<file path="src/rtl/serv_ibus_prefetch.sv">
`default_nettype none
// ============================================================================
// Module   : serv_ibus_prefetch
// Purpose  : Single-entry instruction buffer with next-word speculative fetch
//            between the core instruction bus and a Wishbone master port.
// Revision : 1.0 - initial release
// ============================================================================
module serv_ibus_prefetch #(
    parameter RESET_STRATEGY = "MINI",
    parameter int WITH_PREFETCH = 1
) (
    input  logic        clk,
    input  logic        i_rst,
    input  logic        i_flush,
    input  logic [31:0] i_ibus_adr,
    input  logic        i_ibus_cyc,
    output logic [31:0] o_ibus_rdt,
    output logic        o_ibus_ack,
    output logic [31:0] o_wb_adr,
    output logic        o_wb_cyc,
    input  logic [31:0] i_wb_rdt,
    input  logic        i_wb_ack
);

    localparam logic [1:0] c_IDLE   = 2'd0;
    localparam logic [1:0] c_DEMAND = 2'd1;
    localparam logic [1:0] c_PREF   = 2'd2;
    localparam bit         c_RST_DATA = (RESET_STRATEGY != "NONE");
    localparam bit         c_PREFETCH = (WITH_PREFETCH != 0);

    logic [1:0]  r_state;
    logic        r_buf_valid;
    logic [29:0] r_buf_tag;
    logic [31:0] r_buf_data;
    logic [29:0] r_pf_tag;
    logic        r_pend_hit;
    logic        r_discard;

    logic        w_req;
    logic        w_hit;
    logic        w_pf_match;
    logic        w_drop;
    logic        w_idle_hit;
    logic        w_idle_miss;
    logic        w_dem_done;
    logic        w_pf_start;
    logic        w_pf_done;
    logic        w_pf_keep;
    logic        w_pf_deliver;
    logic        w_pf_redemand;
    logic        w_fill;
    logic [1:0]  w_unused_adr_lsb;

    assign w_unused_adr_lsb = i_ibus_adr[1:0];

    // The ack cycle itself never opens a new request.
    assign w_req         = i_ibus_cyc & ~o_ibus_ack;
    assign w_hit         = r_buf_valid & (r_buf_tag == i_ibus_adr[31:2]);
    assign w_pf_match    = w_req & (r_pf_tag == i_ibus_adr[31:2]);
    assign w_drop        = r_discard | i_flush;

    assign w_idle_hit    = (r_state == c_IDLE) & w_req & w_hit;
    assign w_idle_miss   = (r_state == c_IDLE) & w_req & ~w_hit;
    assign w_dem_done    = (r_state == c_DEMAND) & o_wb_cyc & i_wb_ack;
    assign w_pf_start    = (r_state == c_PREF) & ~o_wb_cyc;
    assign w_pf_done     = (r_state == c_PREF) & o_wb_cyc & i_wb_ack;
    assign w_pf_keep     = w_pf_done & ~w_drop;
    assign w_pf_deliver  = w_pf_keep & (r_pend_hit | w_pf_match);
    assign w_pf_redemand = w_pf_done & w_drop & w_req;
    // A flushed demand still reaches the core but never lands in the buffer.
    assign w_fill        = (w_dem_done & ~r_discard & ~i_flush) | w_pf_keep;

    always_ff @(posedge clk) begin
        if (i_rst) begin
            r_state     <= c_IDLE;
            r_buf_valid <= 1'b0;
            r_pend_hit  <= 1'b0;
            r_discard   <= 1'b0;
            o_wb_cyc    <= 1'b0;
            o_ibus_ack  <= 1'b0;
        end else begin
            o_ibus_ack <= 1'b0;
            case (r_state)
                c_IDLE: begin
                    if (w_idle_hit) begin
                        o_ibus_ack <= 1'b1;
                        if (c_PREFETCH) r_state <= c_PREF;
                    end else if (w_idle_miss) begin
                        r_state  <= c_DEMAND;
                        o_wb_cyc <= 1'b1;
                    end
                end
                c_DEMAND: begin
                    if (i_flush) r_discard <= 1'b1;
                    if (w_dem_done) begin
                        o_wb_cyc   <= 1'b0;
                        o_ibus_ack <= 1'b1;
                        r_discard  <= 1'b0;
                        r_state    <= c_PREFETCH ? c_PREF : c_IDLE;
                    end
                end
                c_PREF: begin
                    if (!o_wb_cyc) begin
                        o_wb_cyc <= 1'b1;
                    end else if (i_wb_ack) begin
                        o_wb_cyc   <= 1'b0;
                        r_pend_hit <= 1'b0;
                        r_discard  <= 1'b0;
                        if (w_pf_deliver) begin
                            o_ibus_ack <= 1'b1;
                        end else if (w_pf_redemand) begin
                            r_state  <= c_DEMAND;
                            o_wb_cyc <= 1'b1;
                        end else begin
                            r_state <= c_IDLE;
                        end
                    end else begin
                        if (w_pf_match) r_pend_hit <= 1'b1;
                        if ((w_req & ~w_pf_match) | i_flush) r_discard <= 1'b1;
                    end
                end
                default: r_state <= c_IDLE;
            endcase
            if (w_fill)  r_buf_valid <= 1'b1;
            if (i_flush) r_buf_valid <= 1'b0;
        end
    end

    always_ff @(posedge clk) begin
        if (i_rst && c_RST_DATA) begin
            r_buf_tag  <= 30'd0;
            r_buf_data <= 32'd0;
            r_pf_tag   <= 30'd0;
            o_wb_adr   <= 32'd0;
            o_ibus_rdt <= 32'd0;
        end else begin
            if (w_fill) begin
                r_buf_tag  <= o_wb_adr[31:2];
                r_buf_data <= i_wb_rdt;
            end
            if (w_idle_hit)
                o_ibus_rdt <= r_buf_data;
            else if (w_dem_done | w_pf_deliver)
                o_ibus_rdt <= i_wb_rdt;
            if (w_idle_hit)
                r_pf_tag <= r_buf_tag + 30'd1;
            else if (w_dem_done | w_pf_deliver)
                r_pf_tag <= o_wb_adr[31:2] + 30'd1;
            if (w_idle_miss | w_pf_redemand)
                o_wb_adr <= {i_ibus_adr[31:2], 2'b00};
            else if (w_pf_start)
                o_wb_adr <= {r_pf_tag, 2'b00};
        end
    end

endmodule
`default_nettype wire

</file>
<file path="config.mk">
export PLATFORM = sky130hd
export DESIGN_NAME = serv_ibus_prefetch
export DESIGN_NICKNAME = d
export VERILOG_FILES = /design/src/rtl/serv_ibus_prefetch.sv
export SDC_FILE = /design/constraint.sdc
export NUM_CORES = 1
export LEC_CHECK = 0
export CAP_MARGIN = 20
export CORE_MARGIN = 2
export CORE_UTILIZATION = 54
export DETAILED_ROUTE_END_ITERATION = 12
export GPL_TIMING_DRIVEN = 0
export PLACE_DENSITY = 0.85
export SLEW_MARGIN = 20
export SYNTH_ARGS = -nofsm -noshare
export SYNTH_HDL_FRONTEND = slang
export SYNTH_SLANG_ARGS = --single-unit
</file>
<file path="constraint.sdc">
create_clock -name clk -period 4.6 [get_ports clk]
set_input_delay 0.46 -clock clk [delete_from_list [all_inputs] [get_ports clk]]
set_output_delay 0.46 -clock clk [all_outputs]
set_load 0.01 [all_outputs]
</file>
## Yosys cells after proc, flatten, opt, wreduce, memory -nomap -nowiden

Index checks and enable logic that the tools add are counted.

- Input bits: 69
- Output and inout port bits: 66
- Word-level logic and storage cells: 104
- Register bits after elaboration: 161

- Reduce and logical (&&, ||, !) cells: 11
- Bitwise gates (word level): 31
- Muxes and demuxes: 36
- Equal/unequal tests: 13
- Add/subtract/negate cells: 2

Operators with widths:

| operator | count |
|---|---|
| 32-bit two-way mux | 4 |
| 30-bit by 1-bit adder with 30-bit output (second input constant) | 2 |
| 30-bit equality test | 2 |
| 30-bit two-way mux | 2 |
| 1-bit two-way mux | 20 |
| 1-bit AND | 18 |
| 2-bit two-way mux | 6 |
| 2-bit inequality test (second input constant) | 6 |
| 4-bit AND reduction | 2 |
| 2-bit nonzero test | 4 |
| 1-bit NOT | 7 |
| 3-bit inequality test (second input constant) | 2 |
| 1-bit OR | 6 |
| 1-bit one-hot mux with 3 select lines | 2 |
| 2-bit one-hot mux with 3 select lines | 1 |
| 5-bit AND reduction | 1 |
| 3-bit by 2-bit inequality test with 1-bit output (second input constant) | 1 |
| 3-bit AND reduction | 1 |
| 3-bit nonzero test | 1 |
| 2-bit by 1-bit equality test with 1-bit output (second input constant) | 1 |
| 2-bit equality test (second input constant) | 1 |
| 2-bit zero test | 1 |
| 1-bit one-hot mux with 2 select lines | 1 |
| 2-bit OR reduction | 1 |

## Logic depth before layout (Yosys ltp)

- Depth after elaboration: 10
- Mapped depth: 18
- Mapped depth without buffers: 13

## Worst setup path after synthesis

Ideal clock, no wire load.

- Kind: input-to-reg
- From: in i_ibus_adr[20]
- To: reg r_pf_tag[22]
- Data arrival time: 3.895 ns
- Setup slack: 0.573 ns
- Buffers on the path: 4
- Stages on the path: 17
- Data required time: 4.468 ns
- Library setup time: 0.132 ns
- Path through: xor2_1 > nor4_1 > nand4_1 > or4_1 > buf_6 > buf_2 > buf_2 > mux2_2 > ha_1 > clkbuf_1 > nand4_1 > or2_2 > nor2_1 > mux2i_1 > or4_1 > nand3_1 > a21oi_1

- Longest elaborated chain between the ends: 6
- Elaborated cells between the ends (all ways): 10
- Those cells by class: 2 x eq/ne; 1 x mux; 6 x bitwise; 1 x reduce/logical

RTL lines:

| element | RTL line | text |
|---|---|---|
| from (decl) | 15 | `input logic [31:0] i_ibus_adr,` |
| 30-bit equality test | 59 | `assign w_pf_match = w_req & (r_pf_tag == i_ibus_adr[31:2]);` |
| 1-bit AND | 59 |  |
| 1-bit OR | 68 | `assign w_pf_deliver = w_pf_keep & (r_pend_hit \| w_pf_match);` |
| 1-bit AND | 68 |  |
| 1-bit OR | 147 | `else if (w_dem_done \| w_pf_deliver)` |
| 2-bit nonzero test (no line) | n/a |  |
| to (signal assigned) | 146 | `r_pf_tag <= r_buf_tag + 30'd1;` |
| to (signal assigned) | 148 | `r_pf_tag <= o_wb_adr[31:2] + 30'd1;` |
| to (decl) | 35 | `logic [29:0] r_pf_tag;` |

Parallel ways exist; a longest one is shown, timed or not.
A chain may end at the register's enable or synchronous reset.

## Worst setup path in the final report

- From: in i_ibus_adr[25]
- To: reg r_pf_tag[22]

The elaborated chain is that of the path after synthesis.

==> key figures <==
Clock network
  – TritonCTS Buffers: 17
  – Clk slew on worst S/H paths: 0.06 ns
  – Worst-skew pair later-pin latency: 0.44 ns
  – Longest Clk Path Bufs: 2
  – Clk sink count: 161
  – Htree depth: 4
  – Root Driver: clkbuf_16
  – CTS tree: built

STA
  – Final worst slack: 0.152 ns
  – Min Tclk post-route: 4.45 ns
  – Final setup fails: 0
  – Tcrit/Tclk final: 96.7%
  – Fmax: 225 MHz
  – Setup_tns: 0 ns
  – Slew @ Worst Pin: 1.00 ns
  – Slew Limit Fails: 0
  – Worst Skew: 0.0112 ns
  – Final hold vios: 0
  – Slew margin rel.: 32.5%

Logic synthesis
  – Register area share after synthesis: 38.4%
  – Flops & latches, synth: 161
  – Yosys warns: 0
  – EDFF count, synth: 0
  – Async set or reset register ratio after synthesis: 0%
  – Mean Syn Cell Area: 7.88 µm²
  – Mapped Area: 8400 µm²
  – Main area contributors after synthesis: dfxtp_1 38%, nand2_1 8.8%, mux2i_1 8.7%, a21oi_1 7.6%, xnor2_1 5.7%
  – Cells after synthesis: 1065
  – Synth top cells by count: 197 x nand2_1, 161 x dfxtp_1, 127 x a21oi_1
  – Yosys top cell by area: dfxtp_1
  – Library cells used by synthesis: 47
  – Main synth FF type: dfxtp_1
  – Most frequent cell after synthesis: nand2_1
  – Top-area cell type share of the netlist area: 38.4%

Routing
  – Final wirelength: 27700 µm
  – Remaining DRCs: 0
  – Vias post-DR: 8458
  – Vias per cell: 5.97
  – Wire per inst: 19.5 µm
  – Initial DRC count: 994
  – Routed Antenna Nets: 0
  – DR pass1 iterations: 6

Power
  – Power per cell area: 385 nW/µm²
  – Int Pwr: 2.79 mW
  – Leakage power: 3.92 nW
  – Switching share of total power: 31.8%
  – Combinational power share: 24.2%
  – Maximum vdd ir drop: 0.000280 V
  – Flop pwr share: 40.8%
  – Net Switching: 1.30 mW
  – Clock network fraction of design power: 34.9%

Place
  – Final Wtd Congestion: 0.990
  – Worst slack at placement: -1.14 ns
  – Port bufs: 129
  – DP Cell Count: 1384
  – DP HPWL: 19800 µm

Floorplanning
  – Placement Rows: 45
  – Die area: 16600 µm²
  – Die H: 129 µm
  – Ports: 135
  – Initial core utilization: 55.2%
  – Die Wd: 129 µm
  – Core Footprint: 15200 µm²

Global routing
  – Grt ovf: 0
  – Initial antenna violation count: 0
  – Number of global-route vias before repair: 7748
  – Largest net degree at the start of global routing: 20
  – Total GRT Usage: 33.3%
  – Global-route wire length before repair: 42600 µm

Hold path
  – Hold EP: r_buf_data[11]
  – Hold WC Path Type: register to register
  – Worst hold start: r_buf_data[11]
  – Hold depth: 2

Final layout
  – Antenna cells: 0
  – Layout cells sized above 1: 5.54%
  – P&R area growth vs syn: 26.4%
  – Nets: 1290
  – Final Non-Filler Cells: 1416

Worst setup path
  – Critical R2R Capture: r_pf_tag[22]
  – R2r setup slk: 0.22 ns
  – Maximum fanout along the worst path: 19
  – Critical path required time: 4.89 ns
  – R2R cell count: 16
  – WS Path Type: primary input to register
  – Crit path launch type: primary input
  – Worst Path Arrival: 4.74 ns
  – CP endpoint kind: register
  – Origin of the critical flop-to-flop path: r_buf_tag[17]

Run
  – Max cap viols: 0

Run status
  – Status: finished, final reports clean
-- power by group through the flow --
stage | registers (mW) | logic, mW | clock network, mW
floorplan | 1.69 | 0.506 | 0
global placement | 1.69 | 0.940 | 0
detailed placement | 1.69 | 0.957 | 0
CTS | 1.66 | 0.967 | 1.43
global route | 1.68 | 1.06 | 1.49
finish | 1.67 | 0.989 | 1.43
-- worst max-delay path, stage by stage --
cell and delay, ns:
clkdlybuf4s50_1 0.48, xor2_1 0.20, nor4_2 0.43, nand4_1 0.29, or4_1 0.55, buf_6 0.19, buf_6 0.20, mux2_2 0.28
ha_4 0.18, nand4_1 0.21, or2_4 0.35, nor2_1 0.14, mux2i_2 0.13, or4_1 0.42, nand3_1 0.14, a21oi_1 0.08
-- layout make-up --
cell class | instances | area (µm²)
buffer | 72 | 318
inverter | 11 | 41.3
timing repair buffer | 132 | 1310
clock inverter | 11 | 129
fill | 1218 | 4590
clock buffer | 21 | 460
sequential | 161 | 3220
tap | 188 | 235
multi-input combinational | 820 | 4890
-- worst max-delay path by stage --
stage / startpoint / to
3_3_place_gp: i_ibus_adr[20] / r_pf_tag[22]
6_report: i_ibus_adr[25] / r_pf_tag[22]
2_1_floorplan: i_ibus_adr[20] / r_pf_tag[22]
5_1_grt: i_ibus_adr[25] / r_pf_tag[22]
4_1_cts: i_ibus_adr[20] / r_pf_tag[22]
3_5_place_dp: i_ibus_adr[20] / r_pf_tag[24]
-- registers in the layout, indices dropped and copies added, names as in the netlist, 2 cells and up --
register,count
o_ibus_rdt,32
r_buf_data,32
o_wb_adr,30
r_buf_tag,30
r_pf_tag,30
r_state,2
-- cell families (layout without fill, tap and decap cells) --
group                    count (synthesis)  count (layout)  synth area share [%]
AO/OA/AOI/OAI                          199             199                  13.8
XOR/XNOR                               102             102                  10.6
adder cells (fa/ha/maj)                  6               6                 0.894
buffers and inverters                   85             247                  4.31
flip-flops                             161             161                  38.4
multiplexers                            78              78                  9.46
other                                    1               2                0.0447
AND/OR/NAND/NOR                        433             433                  22.5
-- per-layer routing --
| metal | vias to the layer above | GRT usage (%) | wire length (µm) |
|---|---|---|---|
| met4 | 0 | 13.0 | 886 |
| met3 | 83 | 8.27 | 2920 |
| met1 | 3928 | 45.5 | 11400 |
| met2 | 492 | 50.9 | 12400 |
| li1 | 3955 | - | - |
| met5 | - | 0 | 0 |
-- metrics by stage --
stage / cell area [µm²] / total power [mW] / util (%) / hold WS [ns]
4_1_cts: 10600 / 4.05 / 69.5 / 0.455
2_1_floorplan: 8400 / 2.20 / - / 0.436
6_report: 10600 / 4.08 / 69.8 / 0.455
5_1_grt: 10600 / 4.23 / 69.8 / 0.478
3_5_place_dp: 9940 / 2.65 / 65.4 / 0.446
3_3_place_gp: 9930 / 2.63 / 65.3 / 0.441
-- placed cells by master (no fill, tap or decap), types with 3 or more instances in the layout --
master / count
nand2_1: 197
dfxtp_1: 161
clkdlybuf4s50_1: 129
a21oi_1: 127
nor2_1: 122
mux2i_1: 72
xnor2_1: 55
clkbuf_1: 54
xor2_1: 47
a211oi_1: 34
nand3_1: 29
nand4_1: 22
clkbuf_16: 17
o211ai_1: 15
inv_1: 11
buf_2: 10
o21ai_0: 10
nor4_1: 9
nor3_1: 9
and3_1: 7
buf_4: 6
or4_1: 5
or3_1: 5
ha_1: 5
nand2b_1: 4
and4_1: 4
nand3b_1: 3
nor4_2: 3
buf_6: 3
mux2_2: 3
buf_1: 3
inv_6: 3
-- timing repair --
item | CTS | global route
setup buffers | 0 | 2
endpoints found under the setup margin | 9 | 6
hold buffers | 0 | 0
pin swaps | 1 | 4
resized for setup | 8 | 7
Power figures use the tool's default switching activity.
